===== config.mk =====
export PLATFORM = sky130hd
export DESIGN_NAME = kernel_weight_fetcher_flat
export DESIGN_NICKNAME = d
export VERILOG_FILES = /design/src/rtl/kernel_weight_fetcher_if.sv /design/src/rtl/kernel_weight_fetcher.sv /design/src/flat_wrapper.sv
export SDC_FILE = /design/constraint.sdc
export NUM_CORES = 1
export LEC_CHECK = 0
export ABC_AREA = 1
export CAP_MARGIN = 20
export CORE_MARGIN = 4
export CORE_UTILIZATION = 49
export CTS_BUF_LIST = sky130_fd_sc_hd__clkbuf_4 sky130_fd_sc_hd__clkbuf_8
export DETAILED_ROUTE_END_ITERATION = 10
export PLACE_DENSITY = 0.82
export SLEW_MARGIN = 5
export SYNTH_ARGS = -nofsm -noshare
export SYNTH_HDL_FRONTEND = slang
export SYNTH_SLANG_ARGS = --single-unit
export TNS_END_PERCENT = 30

===== constraint.sdc =====
create_clock -name clk -period 2.6 [get_ports clk]
set_clock_uncertainty 0.1 [all_clocks]
set_input_delay 0.52 -clock clk [delete_from_list [all_inputs] [get_ports clk]]
set_output_delay 0.52 -clock clk [all_outputs]
set_load 0.1 [all_outputs]

===== src/rtl/kernel_weight_fetcher_if.sv =====
// ----------------------------------------------------------------------------
// kernel_weight_fetcher_if
//
// Purpose: bundles the three buses of the kernel weight fetcher. These are the
// fetch request channel, the read-only kernel BRAM port, and the weight beat
// stream toward the convolution accumulate stage.
//
// Modports:
//   master - the fetcher's view. It accepts requests, drives the BRAM port and
//            sources weight beats.
//   slave  - the environment's view. It issues requests, models the BRAM and
//            consumes weight beats.
//
// Signals:
//   req_valid/req_ready/req_channel : fetch request handshake
//   err                             : one-cycle pulse on a dropped bad request
//   bram_en/we/addr/din/dout        : kernel BRAM port (read-only use)
//   w_valid/w_ready/w_data/w_pos/w_last : weight beat stream
//   busy                            : fetcher not idle
// ----------------------------------------------------------------------------
interface kernel_weight_fetcher_if #(
    parameter int KERNEL_WEIGHT_BITS = 6,
    parameter int KERNEL_SIZE        = 3,
    parameter int IN_CHANNELS        = 6,
    parameter int OUT_CHANNELS       = 6,
    parameter int DATA_WIDTH         = KERNEL_WEIGHT_BITS * OUT_CHANNELS,
    parameter int ADDR_WIDTH         = $clog2(IN_CHANNELS * KERNEL_SIZE * KERNEL_SIZE)
);
    localparam int P     = KERNEL_SIZE * KERNEL_SIZE;
    localparam int CH_W  = (IN_CHANNELS > 1) ? $clog2(IN_CHANNELS) : 1;
    localparam int POS_W = (P > 1) ? $clog2(P) : 1;

    logic                  req_valid;
    logic                  req_ready;
    logic [CH_W-1:0]       req_channel;
    logic                  err;
    logic                  bram_en;
    logic                  bram_we;
    logic [ADDR_WIDTH-1:0] bram_addr;
    logic [DATA_WIDTH-1:0] bram_din;
    logic [DATA_WIDTH-1:0] bram_dout;
    logic                  w_valid;
    logic                  w_ready;
    logic [DATA_WIDTH-1:0] w_data;
    logic [POS_W-1:0]      w_pos;
    logic                  w_last;
    logic                  busy;

    modport master (
        input  req_valid, req_channel, bram_dout, w_ready,
        output req_ready, err, bram_en, bram_we, bram_addr, bram_din,
               w_valid, w_data, w_pos, w_last, busy
    );

    modport slave (
        output req_valid, req_channel, bram_dout, w_ready,
        input  req_ready, err, bram_en, bram_we, bram_addr, bram_din,
               w_valid, w_data, w_pos, w_last, busy
    );
endinterface


===== src/rtl/kernel_weight_fetcher.sv =====
// ----------------------------------------------------------------------------
// kernel_weight_fetcher
//
// Purpose: reads the KxK kernel window of one input channel out of the kernel
// weight BRAM. It streams the window one kernel position per beat, in
// row-major order. The BRAM's one-cycle read latency is absorbed by a 2-entry
// output FIFO, so the consumer may stall at any time without data loss.
//
// Ports:
//   clk  - clock, all logic on the rising edge
//   rst  - synchronous active-high reset
//   bus  - kernel_weight_fetcher_if.master carrying the request handshake, the
//          BRAM port (address = channel*K*K + pos) and the weight beat stream
// ----------------------------------------------------------------------------
module kernel_weight_fetcher #(
    parameter int KERNEL_WEIGHT_BITS = 6,
    parameter int KERNEL_SIZE        = 3,
    parameter int IN_CHANNELS        = 6,
    parameter int OUT_CHANNELS       = 6,
    parameter int DATA_WIDTH         = KERNEL_WEIGHT_BITS * OUT_CHANNELS,
    parameter int ADDR_WIDTH         = $clog2(IN_CHANNELS * KERNEL_SIZE * KERNEL_SIZE)
) (
    input  logic                            clk,
    input  logic                            rst,
    kernel_weight_fetcher_if.master         bus
);
    localparam int P     = KERNEL_SIZE * KERNEL_SIZE;
    localparam int CH_W  = (IN_CHANNELS > 1) ? $clog2(IN_CHANNELS) : 1;
    localparam int POS_W = (P > 1) ? $clog2(P) : 1;
    localparam logic [POS_W-1:0] POS_LAST = POS_W'(P - 1);

    typedef enum logic [1:0] {IDLE, FETCH, DRAIN} state_t;

    state_t                state_q, state_d;
    logic [ADDR_WIDTH-1:0] base_q, base_d;
    logic [POS_W-1:0]      issue_pos_q, issue_pos_d;
    logic                  pending_q, pending_d;
    logic [POS_W-1:0]      pending_pos_q, pending_pos_d;
    logic [DATA_WIDTH-1:0] fifo_data_q [2];
    logic [DATA_WIDTH-1:0] fifo_data_d [2];
    logic [POS_W-1:0]      fifo_pos_q [2];
    logic [POS_W-1:0]      fifo_pos_d [2];
    logic                  rd_ptr_q, rd_ptr_d;
    logic                  wr_ptr_q, wr_ptr_d;
    logic [1:0]            count_q, count_d;
    logic                  err_q, err_d;

    logic                  pop;
    logic                  issue;
    logic [POS_W-1:0]      head_pos;

    always_comb begin
        state_d       = state_q;
        base_d        = base_q;
        issue_pos_d   = issue_pos_q;
        fifo_data_d   = fifo_data_q;
        fifo_pos_d    = fifo_pos_q;
        rd_ptr_d      = rd_ptr_q;
        wr_ptr_d      = wr_ptr_q;
        err_d         = 1'b0;

        head_pos = fifo_pos_q[rd_ptr_q];
        pop      = (count_q != 2'd0) && bus.w_ready;

        // A read may only be issued if the FIFO has room for it once all reads
        // already in flight have landed. A pop in this cycle frees one slot, so
        // issue restarts in the very cycle the consumer becomes ready again.
        issue = (state_q == FETCH) &&
                (({1'b0, count_q} + {2'b0, pending_q}) < (3'd2 + {2'b0, pop}));

        // The read issued now returns next cycle. Its position tag travels with it.
        pending_d     = issue;
        pending_pos_d = issue_pos_q;

        case (state_q)
            IDLE: begin
                if (bus.req_valid) begin
                    if ((CH_W + 1)'(bus.req_channel) < (CH_W + 1)'(IN_CHANNELS)) begin
                        base_d      = ADDR_WIDTH'(bus.req_channel) * ADDR_WIDTH'(P);
                        issue_pos_d = '0;
                        state_d     = FETCH;
                    end else begin
                        err_d = 1'b1;
                    end
                end
            end
            FETCH: begin
                if (issue) begin
                    issue_pos_d = issue_pos_q + POS_W'(1);
                    if (issue_pos_q == POS_LAST) begin
                        state_d = DRAIN;
                    end
                end
            end
            DRAIN: begin
                // The last position is always issued before entering DRAIN, so its
                // beat can only leave the FIFO here.
                if (pop && (head_pos == POS_LAST)) begin
                    state_d = IDLE;
                end
            end
            default: state_d = IDLE;
        endcase

        if (pending_q) begin
            fifo_data_d[wr_ptr_q] = bus.bram_dout;
            fifo_pos_d[wr_ptr_q]  = pending_pos_q;
            wr_ptr_d              = ~wr_ptr_q;
        end
        if (pop) begin
            rd_ptr_d = ~rd_ptr_q;
        end
        count_d = count_q + {1'b0, pending_q} - {1'b0, pop};
    end

    // Reset drops the in-flight read too. Data the BRAM returns afterwards is
    // never written into the FIFO.
    always_ff @(posedge clk) begin
        if (rst) begin
            state_q       <= IDLE;
            base_q        <= '0;
            issue_pos_q   <= '0;
            pending_q     <= 1'b0;
            pending_pos_q <= '0;
            fifo_data_q   <= '{default: '0};
            fifo_pos_q    <= '{default: '0};
            rd_ptr_q      <= 1'b0;
            wr_ptr_q      <= 1'b0;
            count_q       <= 2'd0;
            err_q         <= 1'b0;
        end else begin
            state_q       <= state_d;
            base_q        <= base_d;
            issue_pos_q   <= issue_pos_d;
            pending_q     <= pending_d;
            pending_pos_q <= pending_pos_d;
            fifo_data_q   <= fifo_data_d;
            fifo_pos_q    <= fifo_pos_d;
            rd_ptr_q      <= rd_ptr_d;
            wr_ptr_q      <= wr_ptr_d;
            count_q       <= count_d;
            err_q         <= err_d;
        end
    end

    assign bus.req_ready = (state_q == IDLE);
    assign bus.busy      = (state_q != IDLE);
    assign bus.err       = err_q;
    assign bus.bram_en   = issue;
    assign bus.bram_we   = 1'b0;
    assign bus.bram_din  = '0;
    assign bus.bram_addr = issue ? (base_q + ADDR_WIDTH'(issue_pos_q)) : '0;
    assign bus.w_valid   = (count_q != 2'd0);
    assign bus.w_data    = fifo_data_q[rd_ptr_q];
    assign bus.w_pos     = head_pos;
    assign bus.w_last    = (count_q != 2'd0) && (head_pos == POS_LAST);
endmodule

===== src/flat_wrapper.sv =====
// flat-port wrapper written by rule: the top's interface ports become plain ports
module kernel_weight_fetcher_flat 
#(
    parameter int KERNEL_WEIGHT_BITS = 6,
    parameter int KERNEL_SIZE        = 3,
    parameter int IN_CHANNELS        = 6,
    parameter int OUT_CHANNELS       = 6,
    parameter int DATA_WIDTH         = KERNEL_WEIGHT_BITS * OUT_CHANNELS,
    parameter int ADDR_WIDTH         = $clog2(IN_CHANNELS * KERNEL_SIZE * KERNEL_SIZE)
)
  (clk, rst, bus_req_valid, bus_req_channel, bus_bram_dout, bus_w_ready, bus_req_ready, bus_err, bus_bram_en, bus_bram_we, bus_bram_addr, bus_bram_din, bus_w_valid, bus_w_data, bus_w_pos, bus_w_last, bus_busy);
  kernel_weight_fetcher_if #(.KERNEL_WEIGHT_BITS(KERNEL_WEIGHT_BITS), .KERNEL_SIZE(KERNEL_SIZE), .IN_CHANNELS(IN_CHANNELS), .OUT_CHANNELS(OUT_CHANNELS), .DATA_WIDTH(DATA_WIDTH), .ADDR_WIDTH(ADDR_WIDTH)) bus_i ();
  input  logic clk;
  input  logic rst;
  input wire logic [$bits(bus_i.req_valid)-1:0] bus_req_valid;
  input wire logic [$bits(bus_i.req_channel)-1:0] bus_req_channel;
  input wire logic [$bits(bus_i.bram_dout)-1:0] bus_bram_dout;
  input wire logic [$bits(bus_i.w_ready)-1:0] bus_w_ready;
  output wire logic [$bits(bus_i.req_ready)-1:0] bus_req_ready;
  output wire logic [$bits(bus_i.err)-1:0] bus_err;
  output wire logic [$bits(bus_i.bram_en)-1:0] bus_bram_en;
  output wire logic [$bits(bus_i.bram_we)-1:0] bus_bram_we;
  output wire logic [$bits(bus_i.bram_addr)-1:0] bus_bram_addr;
  output wire logic [$bits(bus_i.bram_din)-1:0] bus_bram_din;
  output wire logic [$bits(bus_i.w_valid)-1:0] bus_w_valid;
  output wire logic [$bits(bus_i.w_data)-1:0] bus_w_data;
  output wire logic [$bits(bus_i.w_pos)-1:0] bus_w_pos;
  output wire logic [$bits(bus_i.w_last)-1:0] bus_w_last;
  output wire logic [$bits(bus_i.busy)-1:0] bus_busy;
  assign bus_i.req_valid = bus_req_valid;
  assign bus_i.req_channel = bus_req_channel;
  assign bus_i.bram_dout = bus_bram_dout;
  assign bus_i.w_ready = bus_w_ready;
  assign bus_req_ready = bus_i.req_ready;
  assign bus_err = bus_i.err;
  assign bus_bram_en = bus_i.bram_en;
  assign bus_bram_we = bus_i.bram_we;
  assign bus_bram_addr = bus_i.bram_addr;
  assign bus_bram_din = bus_i.bram_din;
  assign bus_w_valid = bus_i.w_valid;
  assign bus_w_data = bus_i.w_data;
  assign bus_w_pos = bus_i.w_pos;
  assign bus_w_last = bus_i.w_last;
  assign bus_busy = bus_i.busy;
  kernel_weight_fetcher #(.KERNEL_WEIGHT_BITS(KERNEL_WEIGHT_BITS), .KERNEL_SIZE(KERNEL_SIZE), .IN_CHANNELS(IN_CHANNELS), .OUT_CHANNELS(OUT_CHANNELS), .DATA_WIDTH(DATA_WIDTH), .ADDR_WIDTH(ADDR_WIDTH)) u_core (.clk(clk), .rst(rst), .bus(bus_i));
endmodule

**After elaboration in Yosys (flattened, before gate mapping)**

Index checks and enable logic that the tools add are counted.
W data, S select, Z words.

- Add/subtract/negate cells: 6
- $mul: 1
- Magnitude comparators: 5
- Equality and inequality tests: 9
- Multiplexer cells: 24
- Bitwise gates (word level): 6
- Reduce and logical (&&, ||, !) cells: 13

Operators with widths:

| cell | count |
|---|---|
| $mux W36 | 4 |
| $bwmux W72 | 1 |
| $demux W36 S1 | 1 |
| $mux W4 | 7 |
| $mux W2 | 5 |
| $bwmux W8 | 1 |
| $eq A4 B4 Y1 const B | 2 |
| $pmux W4 S2 | 1 |
| $add A6 B4 Y6 | 1 |
| $mul A3 B4 Y6 const B | 1 |
| $mux W6 | 1 |
| $ne A2 B1 Y1 const B | 3 |
| $pmux W2 S3 | 1 |
| $reduce_bool A2 Y1 | 3 |
| $logic_and A1 B1 Y1 | 5 |
| $reduce_and A5 Y1 | 1 |
| $add A4 B1 Y4 const B | 1 |
| $demux W4 S1 | 1 |
| $ge A2 B2 Y1 const B | 2 |
| $ne A2 B2 Y1 const B | 2 |
| $not A1 Y1 | 4 |
| $not A1 Y2 | 2 |
| $reduce_and A4 Y1 | 1 |
| $add A2 B1 Y3 | 1 |
| other kinds (12) | 12 |

- Flip-flop bits (word level): 102
- Output and inout bits: 89
- Logic and storage cells: 77

**Longest topological paths before layout**

- Depth in word-level cells: 8
- Depth in mapped cells: 12
- Gate-level depth less buffers: 10

**Worst setup path after synthesis**

OpenSTA, ideal clock, no wires.

- Kind: register to output
- From: register u_core.count_q[1]
- To: output bus_bram_addr[2]
- Data arrival time: 3.532 ns
- Required time: 1.980 ns
- Setup slack: -1.552 ns
- Stages on the path, launching flop included: 7
- Buffers on the path: 0
- Cells stage by stage: dfxtp_1 -> inv_2 -> nand2_1 -> nand3_1 -> nand2_1 -> nand3_4 -> nor3_1

- Cells in the longest elaborated chain, start to end: 6

RTL lines:

| item | line | source |
|---|---|---|
| start: declaration | kernel_weight_fetcher.sv:45 | `logic [1:0] count_q, count_d;` |
| start signal: assignment | kernel_weight_fetcher.sv:141 | `count_q <= count_d;` |
| $reduce_bool A2 Y1 | n/a |  |
| via bus_w_valid | flat_wrapper.sv:25 | `output wire logic [$bits(bus_i.w_valid)-1:0] bus_w_valid;` |
| $logic_and A1 B1 Y1 | kernel_weight_fetcher.sv:63 | `pop = (count_q != 2'd0) && bus.w_ready;` |
| $add A2 B1 Y3 | kernel_weight_fetcher.sv:69 | `(({1'b0, count_q} + {2'b0, pending_q}) < (3'd2 + {2'b0, pop}));` |
| $lt A3 B3 Y1 | kernel_weight_fetcher.sv:69 |  |
| $logic_and A1 B1 Y1 | kernel_weight_fetcher.sv:68 | `issue = (state_q == FETCH) &&` |
| $mux W6 | kernel_weight_fetcher.sv:152 | `assign bus.bram_addr = issue ? (base_q + ADDR_WIDTH'(issue_pos_q)) : '0;` |
| end: declaration | flat_wrapper.sv:23 | `output wire logic [$bits(bus_i.bram_addr)-1:0] bus_bram_addr;` |

The timed path passes the listed nets, and every way through them passes these cells.

**Final worst setup path**

- From: register u_core.base_q[3]
- To: output bus_bram_addr[4]

- Cells in the longest elaborated chain, start to end: 2

RTL lines:

| item | line | source |
|---|---|---|
| start: declaration | kernel_weight_fetcher.sv:35 | `logic [ADDR_WIDTH-1:0] base_q, base_d;` |
| start signal: assignment | kernel_weight_fetcher.sv:133 | `base_q <= base_d;` |
| $add A6 B4 Y6 | kernel_weight_fetcher.sv:152 |  |
| $mux W6 | kernel_weight_fetcher.sv:152 |  |

No other way between the ends.

==> impl_metrics.toml <==
[worst_setup_path]
cp_max_fo = 2
cp.required_ns = 1.98
worst_r2r_path_depth = 9
r2r-end = "u_core.issue_pos_q[1]"
rr_startpoint = "u_core.count_q[0]"
ff2ff_setup_slack_ns = 0.77
crit_path_start_kind = "flip-flop"
critical_path_arrival_ns = 1.99
worst-setup-path-type = "reg -> out"
crit_path_end_kind = "primary output"

[clocking]
clock_path_buffers = 2
cts_made_buffers = 9
clkLatencyLatePin_ns = 0.36
cts.sinks = 99
cts_tree = "done"
cts_hold_buf = 0
clkTransAtPathRegs_ns = 0.09
cts_max_level = 3
root_buffer = "clkbuf_8"

[grt]
grt_max_degree = 89
antenna_found_initial = 0
grt_pass1_wl_mm = 19.4
grt_overflow = 0
grtUsageTotal_pct = 21.1
first_global_vias = 4280

[worst_hold_path]
hold_class = "reg -> reg"
hp-start = "u_core.fifo_pos_q[3]"
hold_depth = 2
hold_end = "u_core.fifo_pos_q[3]"

[sta]
hold_violations = 0
min_period_over_period_pct = 101
rsz0062_at_grt = "yes"
slew_headroom_pct = 49.3
tightest_slew_ns = 0.759
tns_ns = -0.0139
setup_viol = 1
fin_crit_ns = 2.61
layout_setup_ws_ns = -0.0139
drv_slew = 0
max_freq_mhz = 383

[placed_design]
place_inst = 841
dpl_cell_area_um2 = 5980
dpl.hpwl_mm = 7.62
io_buffers = 94
gp_congestion = 0.802

[final_layout]
fillerInstances = 725
multi_input_area_um2 = 2280
nNetsFinal = 800
area.growth.synth_to_final_pct = 36.5
postLayoutCoreUtil_pct = 68.3
diodes = 0
stdcell_count = 861
final_area_um2 = 6280
final_common_cell = "nor2_1"
drive_above_1_share_pct = 16.5
final_cell_mix = "nor2_1, nand2_1, dfxtp_1"
regArea_um2 = 1990

[logic_synthesis]
ys_seq_area_share_pct = 43.1
synthArstFlopShare_pct = 0
synth_edf_count = 0
syn_inst = 664
yosys_most_used_dff = "dfxtp_1"
ys_warn_count = 0
ys_ff_latch = 99
avgSynthCellArea_um2 = 6.93
synth_area_um2 = 4600
ys_types = 29

[pwr]
total_power_w = 0.00754
irDropWorstVdd_mv = 1.19
power_leakage_nw = 2.83
power_density_nw_per_um2 = 1200

[drt]
ant_nets = 0
drt-initial-drc-count = 216
vias_per_cell = 4.98
wl_per_cell_um = 13.3
drc = 0
vias = 4284
firstDrtPassIters = 4
wirelength_mm = 11.5

[floorplanning]
fp.dieArea_um2 = 11000
start_util_pct = 50.1
ios = 132
coreArea_um2 = 9200
die_w_um = 105
row_count = 35
dieHeight_um = 105

[outcome]
violations = "setup timing"
status = "finished, violations left"

[flow_run]
drv_cap = 0
## critical path, cell delays in order (launching register included)
cell     delay, ns
dfxtp_2       0.35
ha_4          0.17
fa_2          0.35
nand2_2       0.07
inv_2         0.04
o21ai_2       0.11
nand2_1       0.07
xor2_1        0.15
nor2_2        0.13
buf_12        0.19
## stage by stage
step | setup slack [ns] | hold slack (ns)
after detailed placement | 0.0553 | 0.348
final | -0.0139 | 0.358
after global routing | -0.0927 | 0.396
after global placement | 0.120 | 0.331
after floorplan | -0.222 | 0.322
after CTS | -0.0320 | 0.361
## metal layers
layer	GRT usage (%)	wire, µm
met1	26.5	5080
met2	36.1	5600
met3	4.14	591
met4	7.03	206
met5	0	0
## worst max-delay path by stage
stage	cells after the start	to	slack, ns	start
5_1_grt	9	bus_bram_addr[4]	-0.09	u_core.base_q[3]
3_3_place_gp	8	bus_bram_addr[3]	0.12	bus_w_ready
2_1_floorplan	8	bus_bram_addr[4]	-0.22	u_core.issue_pos_q[0]
4_1_cts	9	bus_bram_addr[4]	-0.03	u_core.issue_pos_q[0]
3_5_place_dp	8	bus_bram_addr[3]	0.06	bus_w_ready
6_report	9	bus_bram_addr[4]	-0.01	u_core.base_q[3]
## power breakdown
part           switching [W]  internal, W
sequential          0.000196      0.00180
combinational        0.00312      0.00133
clock               0.000501     0.000590
## synthesized netlist by cell type (2+ instances only)
library cell  number  area (µm²)
a211oi_1           2        15.0
a21oi_1            8        40.0
buf_1              4        15.0
buf_2              5        25.0
buf_4             39         293
clkbuf_1          23        86.3
dfxtp_1           99        1980
ha_1              10         125
inv_1             20        75.1
inv_2             13        48.8
nand2_1          140         526
nand2_2            2        12.5
nand2_4            2        22.5
nand3_1            7        35.0
nor2_1           182         683
nor2_2             3        18.8
nor2_4             2        22.5
nor3_1             3        15.0
o21ai_0           26         130
o21ai_1           61         305
xor2_1             5        43.8
## registers in the layout, indices dropped and copies added (netlist names)
name,flops
u_core.rd_ptr_q,1
u_core.pending_pos_q,4
u_core.base_q,3
u_core.count_q,2
u_core.wr_ptr_q,1
u_core.state_q,2
u_core.bus.err,1
u_core.issue_pos_q,4
u_core.fifo_data_q,72
u_core.fifo_pos_q,8
u_core.pending_q,1
## logic make-up after synthesis
group	after synthesis	synth area share (%)
buffers and inverters	105	12.0
other	1	0.0815
adders and majority gates	11	3.15
AOI/OAI and AO/OA	99	11.0
DFF	99	43.1
and+or+nand+nor	344	29.7
xor gates and xnor gates	5	0.951
## layout make-up
| class | count | share of cell area (%) |
|---|---|---|
| multi-input combinational | 496 | 36.3 |
| clock buffer | 11 | 2.41 |
| clock inverter | 4 | 1.17 |
| sequential | 99 | 31.6 |
| tap | 111 | 2.21 |
| inverter | 33 | 2.05 |
| timing repair buffer | 107 | 24.2 |
## repair_timing
item | in CTS | in global routing
cloned | 0 | 0
gates resized for setup | 9 | 5
pin swaps | 8 | 1
endpoints found under the setup margin | 3 | 3
buffers inserted | 5 | 0
No activity file was read; power rests on OpenSTA's default activity.
